===== src/rtl/demux_4_stream.sv =====
`default_nettype none
// ============================================================================
// Module      : demux_4_stream
// Description : 1-to-4 registered valid/ready stream demultiplexer with a
//               per-packet destination lock and one buffer stage per channel.
//               Optional per-channel beat counters: define DEMUX_BEAT_CNT_EN.
// Revision    : 1.0 - initial release
// ============================================================================
module demux_4_stream #(
    parameter int WIDTH = 8
) (
    input  logic             clk,
    input  logic             rst_n,
    input  logic             in_valid,
    output logic             in_ready,
    input  logic [WIDTH-1:0] in_data,
    input  logic             in_last,
    input  logic [1:0]       sel,
    output logic             out_a_valid,
    output logic             out_b_valid,
    output logic             out_c_valid,
    output logic             out_d_valid,
    input  logic             out_a_ready,
    input  logic             out_b_ready,
    input  logic             out_c_ready,
    input  logic             out_d_ready,
    output logic [WIDTH-1:0] out_a_data,
    output logic [WIDTH-1:0] out_b_data,
    output logic [WIDTH-1:0] out_c_data,
    output logic [WIDTH-1:0] out_d_data,
    output logic             out_a_last,
    output logic             out_b_last,
    output logic             out_c_last,
    output logic             out_d_last,
`ifdef DEMUX_BEAT_CNT_EN
    output logic [7:0]       cnt_a,
    output logic [7:0]       cnt_b,
    output logic [7:0]       cnt_c,
    output logic [7:0]       cnt_d,
`endif
    output logic             busy
);

    typedef enum logic [0:0] {
        S_IDLE   = 1'b0,
        S_LOCKED = 1'b1
    } state_t;

    state_t           r_state;
    logic [1:0]       r_sel;
    logic             r_busy;

    logic [3:0]       r_valid;
    logic [3:0]       r_last;
    logic [WIDTH-1:0] r_data [4];

    logic [3:0]       w_oready;
    logic [3:0]       w_free;
    logic [1:0]       w_dest;
    logic             w_accept;

    assign w_oready = {out_d_ready, out_c_ready, out_b_ready, out_a_ready};
    assign w_dest   = (r_state == S_LOCKED) ? r_sel : sel;
    // A channel can take a new beat if empty or draining this same cycle.
    assign w_free   = ~r_valid | w_oready;
    assign in_ready = w_free[w_dest];
    assign w_accept = in_valid & in_ready;
    assign busy     = r_busy;

    always_ff @(posedge clk) begin
        if (!rst_n) begin
            r_state <= S_IDLE;
            r_sel   <= 2'b00;
            r_busy  <= 1'b0;
        end else if (w_accept) begin
            case (r_state)
                S_IDLE: begin
                    if (!in_last) begin
                        r_state <= S_LOCKED;
                        r_sel   <= sel;
                        r_busy  <= 1'b1;
                    end
                end
                S_LOCKED: begin
                    if (in_last) begin
                        r_state <= S_IDLE;
                        r_busy  <= 1'b0;
                    end
                end
                default: begin
                    r_state <= S_IDLE;
                    r_busy  <= 1'b0;
                end
            endcase
        end
    end

    generate
        for (genvar k = 0; k < 4; k++) begin : g_ch
            localparam logic [1:0] c_idx = 2'(k);
            logic w_load;
            assign w_load = w_accept && (w_dest == c_idx);

            always_ff @(posedge clk) begin
                if (!rst_n) begin
                    r_valid[k] <= 1'b0;
                    r_last[k]  <= 1'b0;
                    r_data[k]  <= '0;
                end else if (w_load) begin
                    r_valid[k] <= 1'b1;
                    r_last[k]  <= in_last;
                    r_data[k]  <= in_data;
                end else if (w_oready[k]) begin
                    r_valid[k] <= 1'b0;
                end
            end

`ifdef DEMUX_BEAT_CNT_EN
            logic [7:0] r_cnt;
            always_ff @(posedge clk) begin
                if (!rst_n) begin
                    r_cnt <= 8'd0;
                end else if (w_load) begin
                    r_cnt <= r_cnt + 8'd1;
                end
            end
`endif
        end
    endgenerate

`ifdef DEMUX_BEAT_CNT_EN
    assign cnt_a = g_ch[0].r_cnt;
    assign cnt_b = g_ch[1].r_cnt;
    assign cnt_c = g_ch[2].r_cnt;
    assign cnt_d = g_ch[3].r_cnt;
`endif

    assign out_a_valid = r_valid[0];
    assign out_b_valid = r_valid[1];
    assign out_c_valid = r_valid[2];
    assign out_d_valid = r_valid[3];
    assign out_a_last  = r_last[0];
    assign out_b_last  = r_last[1];
    assign out_c_last  = r_last[2];
    assign out_d_last  = r_last[3];
    assign out_a_data  = r_data[0];
    assign out_b_data  = r_data[1];
    assign out_c_data  = r_data[2];
    assign out_d_data  = r_data[3];

endmodule
`default_nettype wire


===== config.mk =====
export PLATFORM = sky130hd
export DESIGN_NAME = demux_4_stream
export DESIGN_NICKNAME = d
export VERILOG_FILES = /design/src/rtl/demux_4_stream.sv
export SDC_FILE = /design/constraint.sdc
export NUM_CORES = 1
export LEC_CHECK = 0
export ABC_AREA = 1
export BUFFER_PORTS_ARGS = -buffer_cell sky130_fd_sc_hd__buf_4
export CAP_MARGIN = 20
export CORE_UTILIZATION = 40
export DETAILED_ROUTE_END_ITERATION = 10
export PLACE_DENSITY = 0.68
export SLEW_MARGIN = 10
export SYNTH_ARGS = -nofsm -noshare
export SYNTH_HDL_FRONTEND = slang
export SYNTH_SLANG_ARGS = --single-unit
export TNS_END_PERCENT = 20

===== constraint.sdc =====
create_clock -name clk -period 1.65 [get_ports clk]
set_input_delay 0.33 -clock clk [delete_from_list [all_inputs] [get_ports clk]]
set_output_delay 0.33 -clock clk [all_outputs]
set_load 0.02 [all_outputs]

# Word-level counts from Yosys, hierarchy flattened
# Memories as Yosys holds them, arrays and structs flattened.
# Index checks and enable logic that the tools add are counted.
[op_classes]
add_sub_neg = 0
n_mux = 32
div = 0
mul = 0
reduce_logical = 11
bitwise_logic = 9
magnitude_cmp = 1
eq_ne = 5
shifts = 0
[op_table]
columns = ["cell", "n"]
rows = [
  ["two-way mux 8 bit", 4],
  ["two-way mux 1 bit", 25],
  ["nonzero test 2 bit", 4],
  ["AND reduction 3 bit", 2],
  ["== test 2 bit, second input constant", 2],
  ["logical AND 1 bit", 4],
  ["!= test 2 bit, second input constant", 2],
  ["inverter 4 bit", 1],
  ["bitwise OR 1 bit", 4],
  ["bitwise OR 4 bit", 1],
  ["less-than comparator 2 x 3 -> 1 bit, second input constant", 1],
  ["binary-select mux 1 bit (select 2 bit)", 1],
  ["== test 2 x 1 -> 1 bit, second input constant", 1],
  ["logical NOT 2 bit", 1],
  ["two-way mux 2 bit", 1],
  ["inverter 1 bit", 2],
  ["case mux 1 bit (2 select lines)", 1],
  ["bitwise AND 1 bit", 1],
]
[word_totals]
latch_bits = 0
n_memories = 1
mem_bits_ro = 0
elab_cells = 70
ram_bits = 32
register_bits = 12
[memory_table]
columns = ["memory", "depth", "width", "rd", "rd_ports_with_merged_regs", "wr", "line", "source"]
rows = [
  ["r_data", 4, 8, 4, 0, 4, "55", "logic [WIDTH-1:0] r_data [4];"],
]

# Depth between registers and ports, before layout
[logic_depth]
word_depth = 10
ltp_mapped = 10

# Worst setup path before layout
# OpenSTA, ideal clock, no wires.
[synth_path]
path_kind = "register -> register"
startpoint = "register r_state"
endpoint = "memory r_data[0][0], enable pin"
required_ps = 1321
n_path_buf = 0
arrival_ps = 1386
path_slack_ps = -65
stages_incl_launch_ff = 9
setup_time_ps = 329
cell_sequence = "dfxtp_1 > inv_2 > nand2_1 > nand2_4 > nand3_1 > nand2_2 > nor2_4 > nand3_1 > nand2_1"
[synth_lines]
columns = ["element", "line", "source"]
rows = [
  ["start: declaration", "49", "state_t r_state;"],
  ["start signal: assignment", "72", "r_state <= S_IDLE;"],
  ["start signal: assignment", "79", "r_state <= S_LOCKED;"],
  ["start signal: assignment", "86", "r_state <= S_IDLE;"],
  ["end: declaration", "55", ""],
]

# Worst setup path in the final report
[layout_path]
startpoint = "register r_state"
endpoint = "output in_ready"
[layout_between]
elab_chain_len = 3
[layout_rtl]
columns = ["element", "line", "source"]
rows = [
  ["two-way mux 2 bit", "63", "assign w_dest = (r_state == S_LOCKED) ? r_sel : sel;"],
  ["binary-select mux 1 bit (select 2 bit)", "66", "assign in_ready = w_free[w_dest];"],
  ["two-way mux 1 bit (implied by the code)", "66", ""],
  ["end: declaration", "15", "output logic in_ready,"],
]
# No other way between the ends. The select of a mux whose other input is x is not followed.

==> impl_results.md <==
- Run status: finished with violations
- Failing checks: design-rule violations
- Top-level I/O count: 60
- TritonCTS clock tree: built
- Pin count of the biggest net entering global routing: 25
- Period Utilization, post-route: 97.9%
- Std cell rows: 24
- Number of filler instances in the final layout: 374
- Crit-path max cell delay: about 410 ps
- Post-synthesis to final-layout area growth: 42.2%
- Reg2Reg Setup Slack: ~90 ps
- Standard cell area after detailed placement: roughly 2500 um^2
- Total area of sequential cells: between 1000 and 1500 um^2
- Slowest stage cell, crit path: dfxtp_4
- Root buffer cell: clkbuf_8
- Global-route wire length before repair: between 6000 and 7000 um
- Initial drt markers: approximately 100
- Power density normalized to cell area: around 950 nW/um^2
- Worst Setup End Kind: output pin
- Final critical-path required period: between 1500 and 2000 ps
- Die Y: a little over 70 um
- Full die area: between 5000 and 6000 um^2
- CTS H-Tree Depth: 2
- Commonest non-fill, non-tap cells in the layout: 68 x buf_4, 45 x nor2_1, 32 x edfxtp_1, 27 x nand2_1, 19 x inv_1
- Type of the worst min-delay path: in2reg
- RSZ-0062 raised after global routing: yes
- Post-detailed-route count of antenna-violating nets: 0
- Relative slew slack: 76.5%
- Peak clock frequency supported by timing: ~0.62 GHz
- Cell variety after synth: 19
- Synthesized net count: approximately 210
- Pin slew with the least headroom to its limit: 353 ps
- DRC errors left: 8
- Placeable core region: around 4500 um^2
- Setup TNS: 0 ps
- Antenna diode count: 0
- Overall power of the completed layout: between 2 and 3 mW
- Number of antenna violations at the first check in global routing: 0
- CP most frequent cell: nand2_4
- Required time at the worst-slack endpoint: roughly 1300 ps
- Area of the mapped netlist: around 1900 um^2
- Final weighted congestion in routability-driven placement: 0.857
- Buffers on Ports: just under 60
- Final design utilization: 60.5%
- DIE WIDTH: ~71 um
- Count of endpoints failing hold in the final timing report: 0
- Post-DR vias/cell: around 4.8
- Router iterations before antenna repair: 7
- Dpl hpwl: a little over 3000 um
- Footprint of the multi-input gates: around 660 um^2
- Place WS: approximately 13 ps
- Effective utilization at floorplan: a little over two fifths
- Total track usage: between 10% and 20%
- Average instance area after synthesis: ~10 um^2
- Yosys reg bits: 44
- Data arrival time of the critical path: 1290 ps
- Clock buffers created by TritonCTS: 5
- Worst setup path category: reg2out
- Final Instance Area: approximately 2700 um^2
- YS warnings: 0
- Critical path launch point type: flip-flop
- Register area share after synthesis: 63.1%
- Most common cell after layout, fill and taps aside: buf_4
- Worst-case reg-to-reg path depth: 9
- Clock Tree Buf Depth: 2
- Share of final-layout standard cells stronger than drive strength 1: roughly 44%
- Count of buffer and inverter cells on the critical path: 2
- Net total in the final layout: 280
- Via Count: roughly 1500
- Final number of setup-violating endpoints: 0
- Cells along the critical path: inv_6, nand2_4, nand2_4, nand3_2, nand2_2, nor2_4, buf_6
- CP top delay family: flip-flops
- P_leak: between 1 and 1.5 nW
- Count of mapped cells out of synthesis: roughly 190
- Via count of the first global-routing pass: approximately 1400
- Number of clock sinks seen by CTS: 44
- Total congestion overflow: 0
- Number of stages on the worst setup path: 7
- Clock-pin transition on the worst setup and hold timing paths: approximately 90 ps
- Maximum ir drop on the vdd rail: 0.541 mV
- Number of stages on the worst hold path: 3
- Final worst slack: between 30 and 40 ps
- Final clock skew: 5.93 ps
- Final number of max-transition violations: 0
- Wire length reported by the detailed router: about 4300 um
- Wire length per cell: between 10 and 15 um
- Clock latency of the later-clocked register in the worst-skew pair: ~300 ps
- Max Cap Viol: 0
- Maximum fanout count along the critical path: 7
## registers in the layout (all words and copies together), names as in the netlist
signal       count
out_a_last       1
r_data          32
out_b_valid      1
out_c_last       1
out_d_last       1
r_sel            2
out_b_last       1
busy             1
r_state          1
out_c_valid      1
out_a_valid      1
out_d_valid      1
## worst min-delay path: stages
cell and delay (ps):
buf_4 110, nand3_1 70, nand2_1 50
## stage by stage
stage | hold WS [ps] | std cells
floorplan | 461 | 187
global placement | 467 | 299
detailed placement | 473 | 299
CTS | 281 | 308
global route | 311 | 314
finish | 291 | 314
## routing by layer
layer / vias to the layer above / GRT usage [%] / routed length [um]
li1: 749 / - / -
met1: 697 / 21.5 / 1880
met2: 54 / 30.9 / 2110
met3: 5 / 5.70 / 306
met4: 0 / 5.33 / 48
met5: - / 0 / 0
## synthesized netlist by cell type
master / n / share of area [%]
inv_6: 1 / 0.46
nand4_1: 5 / 1.6
clkbuf_1: 2 / 0.39
inv_2: 3 / 0.59
buf_2: 1 / 0.26
nand4_2: 2 / 1.3
a21boi_1: 1 / 0.39
nand2_4: 4 / 2.4
nor2_1: 46 / 9.1
nand3_4: 3 / 2.8
nand3_1: 12 / 3.2
buf_4: 1 / 0.39
ha_1: 1 / 0.66
nand2_1: 33 / 6.5
inv_1: 19 / 3.7
dfxtp_1: 12 / 13
nor2_4: 1 / 0.59
nand2_2: 8 / 2.6
edfxtp_1: 32 / 50
## final cells by class
type / count / area share [%]
clock buffers: 5 / 2.54
clock inverters: 3 / 1.71
inverters: 23 / 3.56
multi-input cells: 116 / 24.5
flip-flops and latches: 44 / 44.5
well taps: 52 / 2.40
repair buffers: 71 / 20.7
## what timing repair did
item                                    4_1_cts  5_1_grt
hold buffers                                  0        0
buffers inserted                              1        6
gates resized for setup                       7       15
pin swaps                                     1        9
gates cloned                                  0        0
endpoints found under the setup margin        3       17
## logic make-up after synthesis
family	share of synthesized area [%]
buf+inv	5.85
fa+ha+maj	0.657
compound gates	0.394
simple gates	30.0
flops	63.1
## where the power goes
part           switching [mW]  total [mW]  internal [mW]
clock network           0.390       0.847          0.456
logic                   0.265       0.451          0.186
registers              0.0286        1.28           1.26
## path summary, 6_finish.rpt
path | start | endpoint
hold / removal | in_last | out_d_last
setup / recovery | r_state | in_ready
hold reg to reg | out_c_last | out_c_last
setup reg to reg | r_state | r_data[0][7]
No activity file was read; power rests on OpenSTA's default activity.
